**src/rtl/pwm_pkg.sv**
```systemverilog
// Shared types and constants for the PWM timebase controller.
package pwm_pkg;

    localparam int unsigned CNT_WIDTH_DEF = 16;

    typedef enum logic [1:0] {
        StIdle  = 2'd0,
        StRun   = 2'd1,
        StDrain = 2'd2
    } pwm_state_e;

    typedef enum logic {
        StopImmediate   = 1'b0,
        StopEndOfPeriod = 1'b1
    } stop_mode_e;

endpackage

```
**src/rtl/pwm_timebase_ctrl_if.sv**
```systemverilog
// Control/status bundle between the register file, prescaler and timebase controller.
interface pwm_timebase_ctrl_if import pwm_pkg::*; #(
    parameter int unsigned CNT_WIDTH = CNT_WIDTH_DEF
);
    logic                 cen_req_i;
    logic                 stop_mode_i;
    logic                 opm_i;
    logic                 arpe_i;
    logic                 udis_i;
    logic                 ug_i;
    logic [CNT_WIDTH-1:0] arr_preload_i;
    logic                 uif_clr_i;
    logic                 ck_cnt_i;
    logic                 cen_o;
    logic                 update_event_o;
    logic [CNT_WIDTH-1:0] cnt_o;
    logic [CNT_WIDTH-1:0] arr_active_o;
    logic                 uif_o;
    logic                 busy_o;

    modport master (
        output cen_req_i, stop_mode_i, opm_i, arpe_i, udis_i, ug_i, arr_preload_i,
        output uif_clr_i, ck_cnt_i,
        input  cen_o, update_event_o, cnt_o, arr_active_o, uif_o, busy_o
    );

    modport slave (
        input  cen_req_i, stop_mode_i, opm_i, arpe_i, udis_i, ug_i, arr_preload_i,
        input  uif_clr_i, ck_cnt_i,
        output cen_o, update_event_o, cnt_o, arr_active_o, uif_o, busy_o
    );

endinterface

```
**src/rtl/pwm_period_counter.sv**
```systemverilog
// Period counter with >= overflow compare and ARR shadow register.
module pwm_period_counter import pwm_pkg::*; #(
    parameter int unsigned CNT_WIDTH = CNT_WIDTH_DEF
) (
    input  logic                 clk_psc_i,
    input  logic                 rst_n_i,
    input  logic                 run_i,
    input  logic                 clr_i,
    input  logic                 ck_cnt_i,
    input  logic                 ug_i,
    input  logic                 udis_i,
    input  logic                 arpe_i,
    input  logic [CNT_WIDTH-1:0] arr_preload_i,
    output logic [CNT_WIDTH-1:0] cnt_o,
    output logic [CNT_WIDTH-1:0] arr_active_o,
    output logic                 overflow_o,
    output logic                 uev_next_o
);

    logic [CNT_WIDTH-1:0] cnt_q, cnt_d;
    logic [CNT_WIDTH-1:0] arr_q, arr_d;

    // >= lets an ARR lowered below the current count wrap on the next tick.
    assign overflow_o = run_i && ck_cnt_i && (cnt_q >= arr_q);
    assign uev_next_o = (overflow_o && !udis_i) || ug_i;

    always_comb begin
        cnt_d = cnt_q;
        if (ug_i || !run_i || clr_i || overflow_o) begin
            cnt_d = '0;
        end else if (ck_cnt_i) begin
            cnt_d = cnt_q + CNT_WIDTH'(1);
        end
    end

    // While stopped the shadow tracks the preload, like the prescaler reload rule.
    always_comb begin
        arr_d = arr_q;
        if (!run_i || !arpe_i || uev_next_o) begin
            arr_d = arr_preload_i;
        end
    end

    always_ff @(posedge clk_psc_i or negedge rst_n_i) begin
        if (!rst_n_i) begin
            cnt_q <= '0;
            arr_q <= '0;
        end else begin
            cnt_q <= cnt_d;
            arr_q <= arr_d;
        end
    end

    assign cnt_o        = cnt_q;
    assign arr_active_o = arr_q;

endmodule

```
**src/rtl/pwm_timebase_ctrl.sv**
```systemverilog
// PWM timebase sequencer: run/stop/one-pulse FSM, update event and flag generation.
module pwm_timebase_ctrl import pwm_pkg::*; #(
    parameter int unsigned CNT_WIDTH = CNT_WIDTH_DEF
) (
    input  logic                clk_psc_i,
    input  logic                rst_n_i,
    pwm_timebase_ctrl_if.slave  bus
);

    pwm_state_e state_q, state_d;
    logic       opm_lock_q, opm_lock_d;
    logic       uev_q, uif_q, uif_d;
    logic       running, cnt_clr, overflow, uev_next;

    assign running = (state_q != StIdle);

    pwm_period_counter #(
        .CNT_WIDTH (CNT_WIDTH)
    ) u_period_counter (
        .clk_psc_i     (clk_psc_i),
        .rst_n_i       (rst_n_i),
        .run_i         (running),
        .clr_i         (cnt_clr),
        .ck_cnt_i      (bus.ck_cnt_i),
        .ug_i          (bus.ug_i),
        .udis_i        (bus.udis_i),
        .arpe_i        (bus.arpe_i),
        .arr_preload_i (bus.arr_preload_i),
        .cnt_o         (bus.cnt_o),
        .arr_active_o  (bus.arr_active_o),
        .overflow_o    (overflow),
        .uev_next_o    (uev_next)
    );

    always_comb begin
        state_d    = state_q;
        opm_lock_d = opm_lock_q;
        cnt_clr    = 1'b0;
        // One-pulse lockout is released only by cen_req_i going low.
        if (!bus.cen_req_i) begin
            opm_lock_d = 1'b0;
        end
        case (state_q)
            StIdle: begin
                if (bus.cen_req_i && !opm_lock_q) begin
                    state_d = StRun;
                end
            end
            StRun: begin
                if (!bus.cen_req_i && (bus.stop_mode_i == StopImmediate)) begin
                    state_d = StIdle;
                    cnt_clr = 1'b1;
                end else if (overflow && (bus.opm_i || !bus.cen_req_i)) begin
                    state_d    = StIdle;
                    opm_lock_d = bus.opm_i && bus.cen_req_i;
                end else if (!bus.cen_req_i) begin
                    state_d = StDrain;
                end
            end
            StDrain: begin
                if (bus.cen_req_i) begin
                    state_d = StRun;
                end else if (overflow) begin
                    state_d = StIdle;
                end
            end
            default: state_d = StIdle;
        endcase
    end

    always_comb begin
        uif_d = uif_q;
        if (uev_next) begin
            uif_d = 1'b1;
        end else if (bus.uif_clr_i) begin
            uif_d = 1'b0;
        end
    end

    always_ff @(posedge clk_psc_i or negedge rst_n_i) begin
        if (!rst_n_i) begin
            state_q    <= StIdle;
            opm_lock_q <= 1'b0;
            uev_q      <= 1'b0;
            uif_q      <= 1'b0;
        end else begin
            state_q    <= state_d;
            opm_lock_q <= opm_lock_d;
            uev_q      <= uev_next;
            uif_q      <= uif_d;
        end
    end

    assign bus.cen_o          = running;
    assign bus.busy_o         = running;
    assign bus.update_event_o = uev_q;
    assign bus.uif_o          = uif_q;

endmodule

```
**src/flat_wrapper.sv**
```systemverilog
// flat-port wrapper written by rule: the top's interface ports become plain ports
module pwm_timebase_ctrl_flat import pwm_pkg::*;
#(
    parameter int unsigned CNT_WIDTH = CNT_WIDTH_DEF
)
  (clk_psc_i, rst_n_i, bus_cen_req_i, bus_stop_mode_i, bus_opm_i, bus_arpe_i, bus_udis_i, bus_ug_i, bus_arr_preload_i, bus_uif_clr_i, bus_ck_cnt_i, bus_cen_o, bus_update_event_o, bus_cnt_o, bus_arr_active_o, bus_uif_o, bus_busy_o);
  pwm_timebase_ctrl_if #(.CNT_WIDTH(CNT_WIDTH)) bus_i ();
  input  logic clk_psc_i;
  input  logic rst_n_i;
  input wire logic [$bits(bus_i.cen_req_i)-1:0] bus_cen_req_i;
  input wire logic [$bits(bus_i.stop_mode_i)-1:0] bus_stop_mode_i;
  input wire logic [$bits(bus_i.opm_i)-1:0] bus_opm_i;
  input wire logic [$bits(bus_i.arpe_i)-1:0] bus_arpe_i;
  input wire logic [$bits(bus_i.udis_i)-1:0] bus_udis_i;
  input wire logic [$bits(bus_i.ug_i)-1:0] bus_ug_i;
  input wire logic [$bits(bus_i.arr_preload_i)-1:0] bus_arr_preload_i;
  input wire logic [$bits(bus_i.uif_clr_i)-1:0] bus_uif_clr_i;
  input wire logic [$bits(bus_i.ck_cnt_i)-1:0] bus_ck_cnt_i;
  output wire logic [$bits(bus_i.cen_o)-1:0] bus_cen_o;
  output wire logic [$bits(bus_i.update_event_o)-1:0] bus_update_event_o;
  output wire logic [$bits(bus_i.cnt_o)-1:0] bus_cnt_o;
  output wire logic [$bits(bus_i.arr_active_o)-1:0] bus_arr_active_o;
  output wire logic [$bits(bus_i.uif_o)-1:0] bus_uif_o;
  output wire logic [$bits(bus_i.busy_o)-1:0] bus_busy_o;
  assign bus_i.cen_req_i = bus_cen_req_i;
  assign bus_i.stop_mode_i = bus_stop_mode_i;
  assign bus_i.opm_i = bus_opm_i;
  assign bus_i.arpe_i = bus_arpe_i;
  assign bus_i.udis_i = bus_udis_i;
  assign bus_i.ug_i = bus_ug_i;
  assign bus_i.arr_preload_i = bus_arr_preload_i;
  assign bus_i.uif_clr_i = bus_uif_clr_i;
  assign bus_i.ck_cnt_i = bus_ck_cnt_i;
  assign bus_cen_o = bus_i.cen_o;
  assign bus_update_event_o = bus_i.update_event_o;
  assign bus_cnt_o = bus_i.cnt_o;
  assign bus_arr_active_o = bus_i.arr_active_o;
  assign bus_uif_o = bus_i.uif_o;
  assign bus_busy_o = bus_i.busy_o;
  pwm_timebase_ctrl #(.CNT_WIDTH(CNT_WIDTH)) u_core (.clk_psc_i(clk_psc_i), .rst_n_i(rst_n_i), .bus(bus_i));
endmodule
```
**config.mk**
```make
export PLATFORM = sky130hd
export DESIGN_NAME = pwm_timebase_ctrl_flat
export DESIGN_NICKNAME = d
export VERILOG_FILES = /design/src/rtl/pwm_pkg.sv /design/src/rtl/pwm_timebase_ctrl_if.sv /design/src/rtl/pwm_period_counter.sv /design/src/rtl/pwm_timebase_ctrl.sv /design/src/flat_wrapper.sv
export SDC_FILE = /design/constraint.sdc
export NUM_CORES = 1
export LEC_CHECK = 0
export ABC_AREA = 1
export CELL_PAD_IN_SITES_DETAIL_PLACEMENT = 1
export CELL_PAD_IN_SITES_GLOBAL_PLACEMENT = 2
export CORE_MARGIN = 2
export CORE_UTILIZATION = 30
export CTS_CLUSTER_DIAMETER = 200
export DETAILED_ROUTE_END_ITERATION = 6
export GPL_ROUTABILITY_DRIVEN = 0
export PLACE_DENSITY = 0.8
export SETUP_SLACK_MARGIN = 0.5
export SYNTH_ARGS = -nofsm -noshare
export SYNTH_HDL_FRONTEND = slang
export SYNTH_SLANG_ARGS = --single-unit
export TNS_END_PERCENT = 20
```
**constraint.sdc**
```tcl
create_clock -name clk_psc_i -period 4.5 [get_ports clk_psc_i]
set_input_delay 0.9 -clock clk_psc_i [delete_from_list [all_inputs] [get_ports clk_psc_i]]
set_output_delay 0.9 -clock clk_psc_i [all_outputs]
set_load 0.02 [all_outputs]
```
==> impl_metrics.toml <==
[timing]
fin_tns_setup_ns = 0
finClkSkew_ns = 0.007158
setup_viol_count_final = 0
worst-slew-pin-transition_ns = 0.8567
max_clock_freq_ghz = 0.4100
finalCritPeriodShare_pct = 54.20
timing.slew.headroom_pct = 42.88
number_of_max_slew_violations_in_the_final_report = 0
timing.final.crit_period_ns = 2.439
hold_viol = 0
rsz_0062_raised_after_global_routing = "no"

[power_and_ir_drop]
power_leakage_nw = 1.438
ir_drop_worst_case_vdd_v = 0.00009948
total_switching_power_mw = 0.3859
power.sequential.fraction_pct = 38.6
netSwitchingFraction_pct = 37.04
pint_mw = 0.6559
power_per_standard_cell_area_nw_per_um2 = 346.2
clock_power_share_pct = 23.4
total_power_mw = 1.042
power.combinational.fraction_pct = 38.0

[floorplanning]
effective_utilization_at_floorplan_pct = 31.09
die_h_microns = 90.93
io-pin-count = 62
placementRows = 31
fp.dieArea_sq_um = 8268
core_sq_um = 7292
dieWidth_microns = 90.93

[clocking]
htree_num_levels = 2
postCtsHoldBufs = 0
post_cts_resized = 0
clock_sink_count = 37
cts-root-buf = "sky130_fd_sc_hd__clkbuf_8"
clkLatencyLatePin_ns = 0.29
clock_tree.buffer_depth = 2
cts_tree = "built"
path_clk_slew_ns = 0.08
postCtsSetupBuffers = 0
cts_buffers = 5

[critical_path]
required_time_of_the_worst_setup_path_ns = 4.72
setup.worst_path.end_class = "register"
critical-path-max-stage-delay_ns = 0.62
worst-path-buf-inv = 2
critical_path_launch_point_type = "input pin"
crit_arrival_ns = 2.66
crit_fanout = 31
timing.critical_path.cells = "clkdlybuf4s50_1 -> inv_1 -> nor2_2 -> nand3b_4 -> nand2_4 -> nand2_1 -> o21ai_2"
critPathKind = "in2reg"
critical-path-slowest-cell = "sky130_fd_sc_hd__clkdlybuf4s50_1"
cpLargestDelayFamily = "simple AND/OR/NAND/NOR gates"

[global_route]
global_route.peak_usage_layer = "met2"
grt_use_met2_pct = 23.46
track_usage_pct = 13.93
grt_start_max_net_pins = 38
met3_usage_grt_pct = 3.237
grt_overflow = 0
grt_util_met1_pct = 17.60
grt_antenna_before_repair = 0
grt_pass1_wl_microns = 9239
via_count_of_the_first_global_routing_pass = 1947

[final_layout]
nFillCells = 893
final_area_sq_um = 3009
mostFrequentLayoutCell = "sky130_fd_sc_hd__clkdlybuf4s50_1"
diodes = 0
final_core_utilization_pct = 41.27
final_cell_mix = "sky130_fd_sc_hd__clkdlybuf4s50_1, sky130_fd_sc_hd__nand2_1, sky130_fd_sc_hd__inv_1, sky130_fd_sc_hd__dfrtp_1, sky130_fd_sc_hd__nor2_1"
final_layout_size_suffix_gt1_share_pct = 16.30
multi_input_comb_area_sq_um = 1121
sequential_cell_area_sq_um = 925.9
synthToLayoutAreaGrowth_pct = 32.73
nets = 362

[route]
viasPerCell = 4.426
route.detailed.drc = 0
antenna_violating_nets_post_route = 0
wl_per_cell_microns = 12.80
first_pass_drt_iterations = 4
drtIter0Drc = 47
total_length_of_routed_wires_microns = 5352
dr_total_vias = 1850

[yosys]
ys.warnings.count = 0
synth.avg_cell_area_sq_um = 8.856
count_of_unique_library_cells_instantiated_by_yosys = 34
ys_seq_elements = 37
synthesis.area_sq_um = 2267
synth.net_count = 299
synth.yosys.seq_area_share_pct = 40.84
netlist_instances = 256

[outcome]
outcome = "completed"

[placed_design]
detailedPlacementHpwl_microns = 4161
io_buffers = 61
placedInstanceArea_sq_um = 2923

[job]
cap_viol_max_count = 0

[hold_path]
worstHoldPathType = "reg2reg"
[power by group through the flow]
stage | clock (mW) | combinational [mW] | sequential, mW
2_1_floorplan | 0 | 0.230 | 0.446
3_3_place_gp | 0 | 0.398 | 0.408
3_5_place_dp | 0 | 0.405 | 0.410
4_1_cts | 0.254 | 0.406 | 0.404
5_1_grt | 0.267 | 0.445 | 0.408
6_report | 0.243 | 0.396 | 0.402
[worst register-to-register path: stages, from the launching register on]
cell and delay, ns:
sky130_fd_sc_hd__dfrtp_1 0.46, sky130_fd_sc_hd__ha_1 0.34, sky130_fd_sc_hd__nand2_1 0.07, sky130_fd_sc_hd__nor2_1 0.10
sky130_fd_sc_hd__nor2_1 0.05, sky130_fd_sc_hd__nand2_1 0.07, sky130_fd_sc_hd__nand2_1 0.05, sky130_fd_sc_hd__nand2_1 0.07
sky130_fd_sc_hd__nand2_1 0.06, sky130_fd_sc_hd__nand2_2 0.12, sky130_fd_sc_hd__nand3b_4 0.11, sky130_fd_sc_hd__nand2_4 0.37
sky130_fd_sc_hd__nand2_1 0.16, sky130_fd_sc_hd__o21ai_2 0.08
[final timing paths]
check	start	to	slack, ns	depth (start not counted)
max	bus_ck_cnt_i	u_core.u_period_counter.arr_active_o[10]	2.06	7
min	u_core.opm_lock_q	u_core.opm_lock_q	0.50	2
max reg2reg	u_core.u_period_counter.cnt_o[3]	u_core.u_period_counter.arr_active_o[10]	2.32	13
min reg2reg	u_core.opm_lock_q	u_core.opm_lock_q	0.50	2
max in group asynchronous	rst_n_i	u_core.state_q[1]	3.24	1
min in group asynchronous	rst_n_i	u_core.u_period_counter.arr_active_o[10]	0.71	1
[cell families (layout without fill, tap and decap cells)]
logic type / after synthesis / in the layout / share of synthesized area, %
AO/OA/AOI/OAI: 39 / 39 / 12.03
XOR/XNOR: 7 / 7 / 2.704
adder cells (fa/ha/maj): 17 / 17 / 9.382
buffers and inverters: 44 / 107 / 9.713
flip-flops: 37 / 37 / 40.84
AND/OR/NAND/NOR: 112 / 112 / 25.33
[area by class of cell]
cell class / count / area share (%)
clock buffers: 7 / 2.869
inverters: 39 / 4.865
repair buffers: 61 / 20.12
multi-input cells: 175 / 37.26
flip-flops and latches: 37 / 30.77
well taps: 99 / 4.116
[per-stage QoR]
stage	hold WS [ns]	std cells	setup slack (ns)
floorplan	0.4468	256	2.665
global placement	0.4699	411	1.829
detailed placement	0.4830	411	1.747
CTS	0.4997	418	2.057
global route	0.5631	418	1.888
finish	0.5020	418	2.061
[layer usage]
| metal | part of all wire, % | wire length (microns) | up-vias |
|---|---|---|---|
| li1 | - | - | 947 |
| met4 | 1.2 | 63 | 0 |
| met5 | 0 | 0 | - |
| met3 | 3.6 | 194 | 5 |
| met1 | 46 | 2474 | 862 |
| met2 | 49 | 2620 | 36 |
[flip-flops by register name, indices dropped and copies added (netlist names)]
| register | cells |
|---|---|
| u_core.bus.uif_o | 1 |
| u_core.opm_lock_q | 1 |
| u_core.bus.update_event_o | 1 |
| u_core.state_q | 2 |
| u_core.u_period_counter.cnt_o | 16 |
| u_core.u_period_counter.arr_active_o | 16 |
[synthesized netlist by cell type]
library cell | instances | area [sq um]
sky130_fd_sc_hd__nand2_1 | 53 | 198.9
sky130_fd_sc_hd__dfrtp_1 | 37 | 925.9
sky130_fd_sc_hd__inv_1 | 37 | 138.9
sky130_fd_sc_hd__nor2_1 | 19 | 71.32
sky130_fd_sc_hd__ha_1 | 17 | 212.7
sky130_fd_sc_hd__o21ai_2 | 15 | 131.4
sky130_fd_sc_hd__a21oi_1 | 11 | 55.05
sky130_fd_sc_hd__nand2_2 | 11 | 68.82
sky130_fd_sc_hd__o21ai_0 | 7 | 35.03
sky130_fd_sc_hd__nor3_1 | 6 | 30.03
sky130_fd_sc_hd__xor2_1 | 6 | 52.55
sky130_fd_sc_hd__nor2_2 | 5 | 31.28
sky130_fd_sc_hd__nand3_1 | 3 | 15.01
sky130_fd_sc_hd__nand4_1 | 3 | 18.77
sky130_fd_sc_hd__buf_12 | 2 | 40.04
sky130_fd_sc_hd__inv_2 | 2 | 7.510
sky130_fd_sc_hd__nand4_2 | 2 | 25.02
sky130_fd_sc_hd__nor3_2 | 2 | 20.02
sky130_fd_sc_hd__nor3b_1 | 2 | 15.01
sky130_fd_sc_hd__o21bai_1 | 2 | 15.01
sky130_fd_sc_hd__a211oi_2 | 1 | 12.51
sky130_fd_sc_hd__a21oi_2 | 1 | 8.760
sky130_fd_sc_hd__buf_4 | 1 | 7.510
sky130_fd_sc_hd__buf_6 | 1 | 11.26
sky130_fd_sc_hd__buf_8 | 1 | 15.01
sky130_fd_sc_hd__nand2_4 | 1 | 11.26
sky130_fd_sc_hd__nand3_2 | 1 | 10.01
sky130_fd_sc_hd__nand3b_4 | 1 | 20.02
sky130_fd_sc_hd__nor2_4 | 1 | 11.26
sky130_fd_sc_hd__nor4_4 | 1 | 21.27
sky130_fd_sc_hd__o211ai_1 | 1 | 7.510
sky130_fd_sc_hd__o21a_1 | 1 | 7.510
sky130_fd_sc_hd__or2_2 | 1 | 6.260
sky130_fd_sc_hd__xnor2_1 | 1 | 8.760
Note: power is estimated with default switching activity, not from simulation.
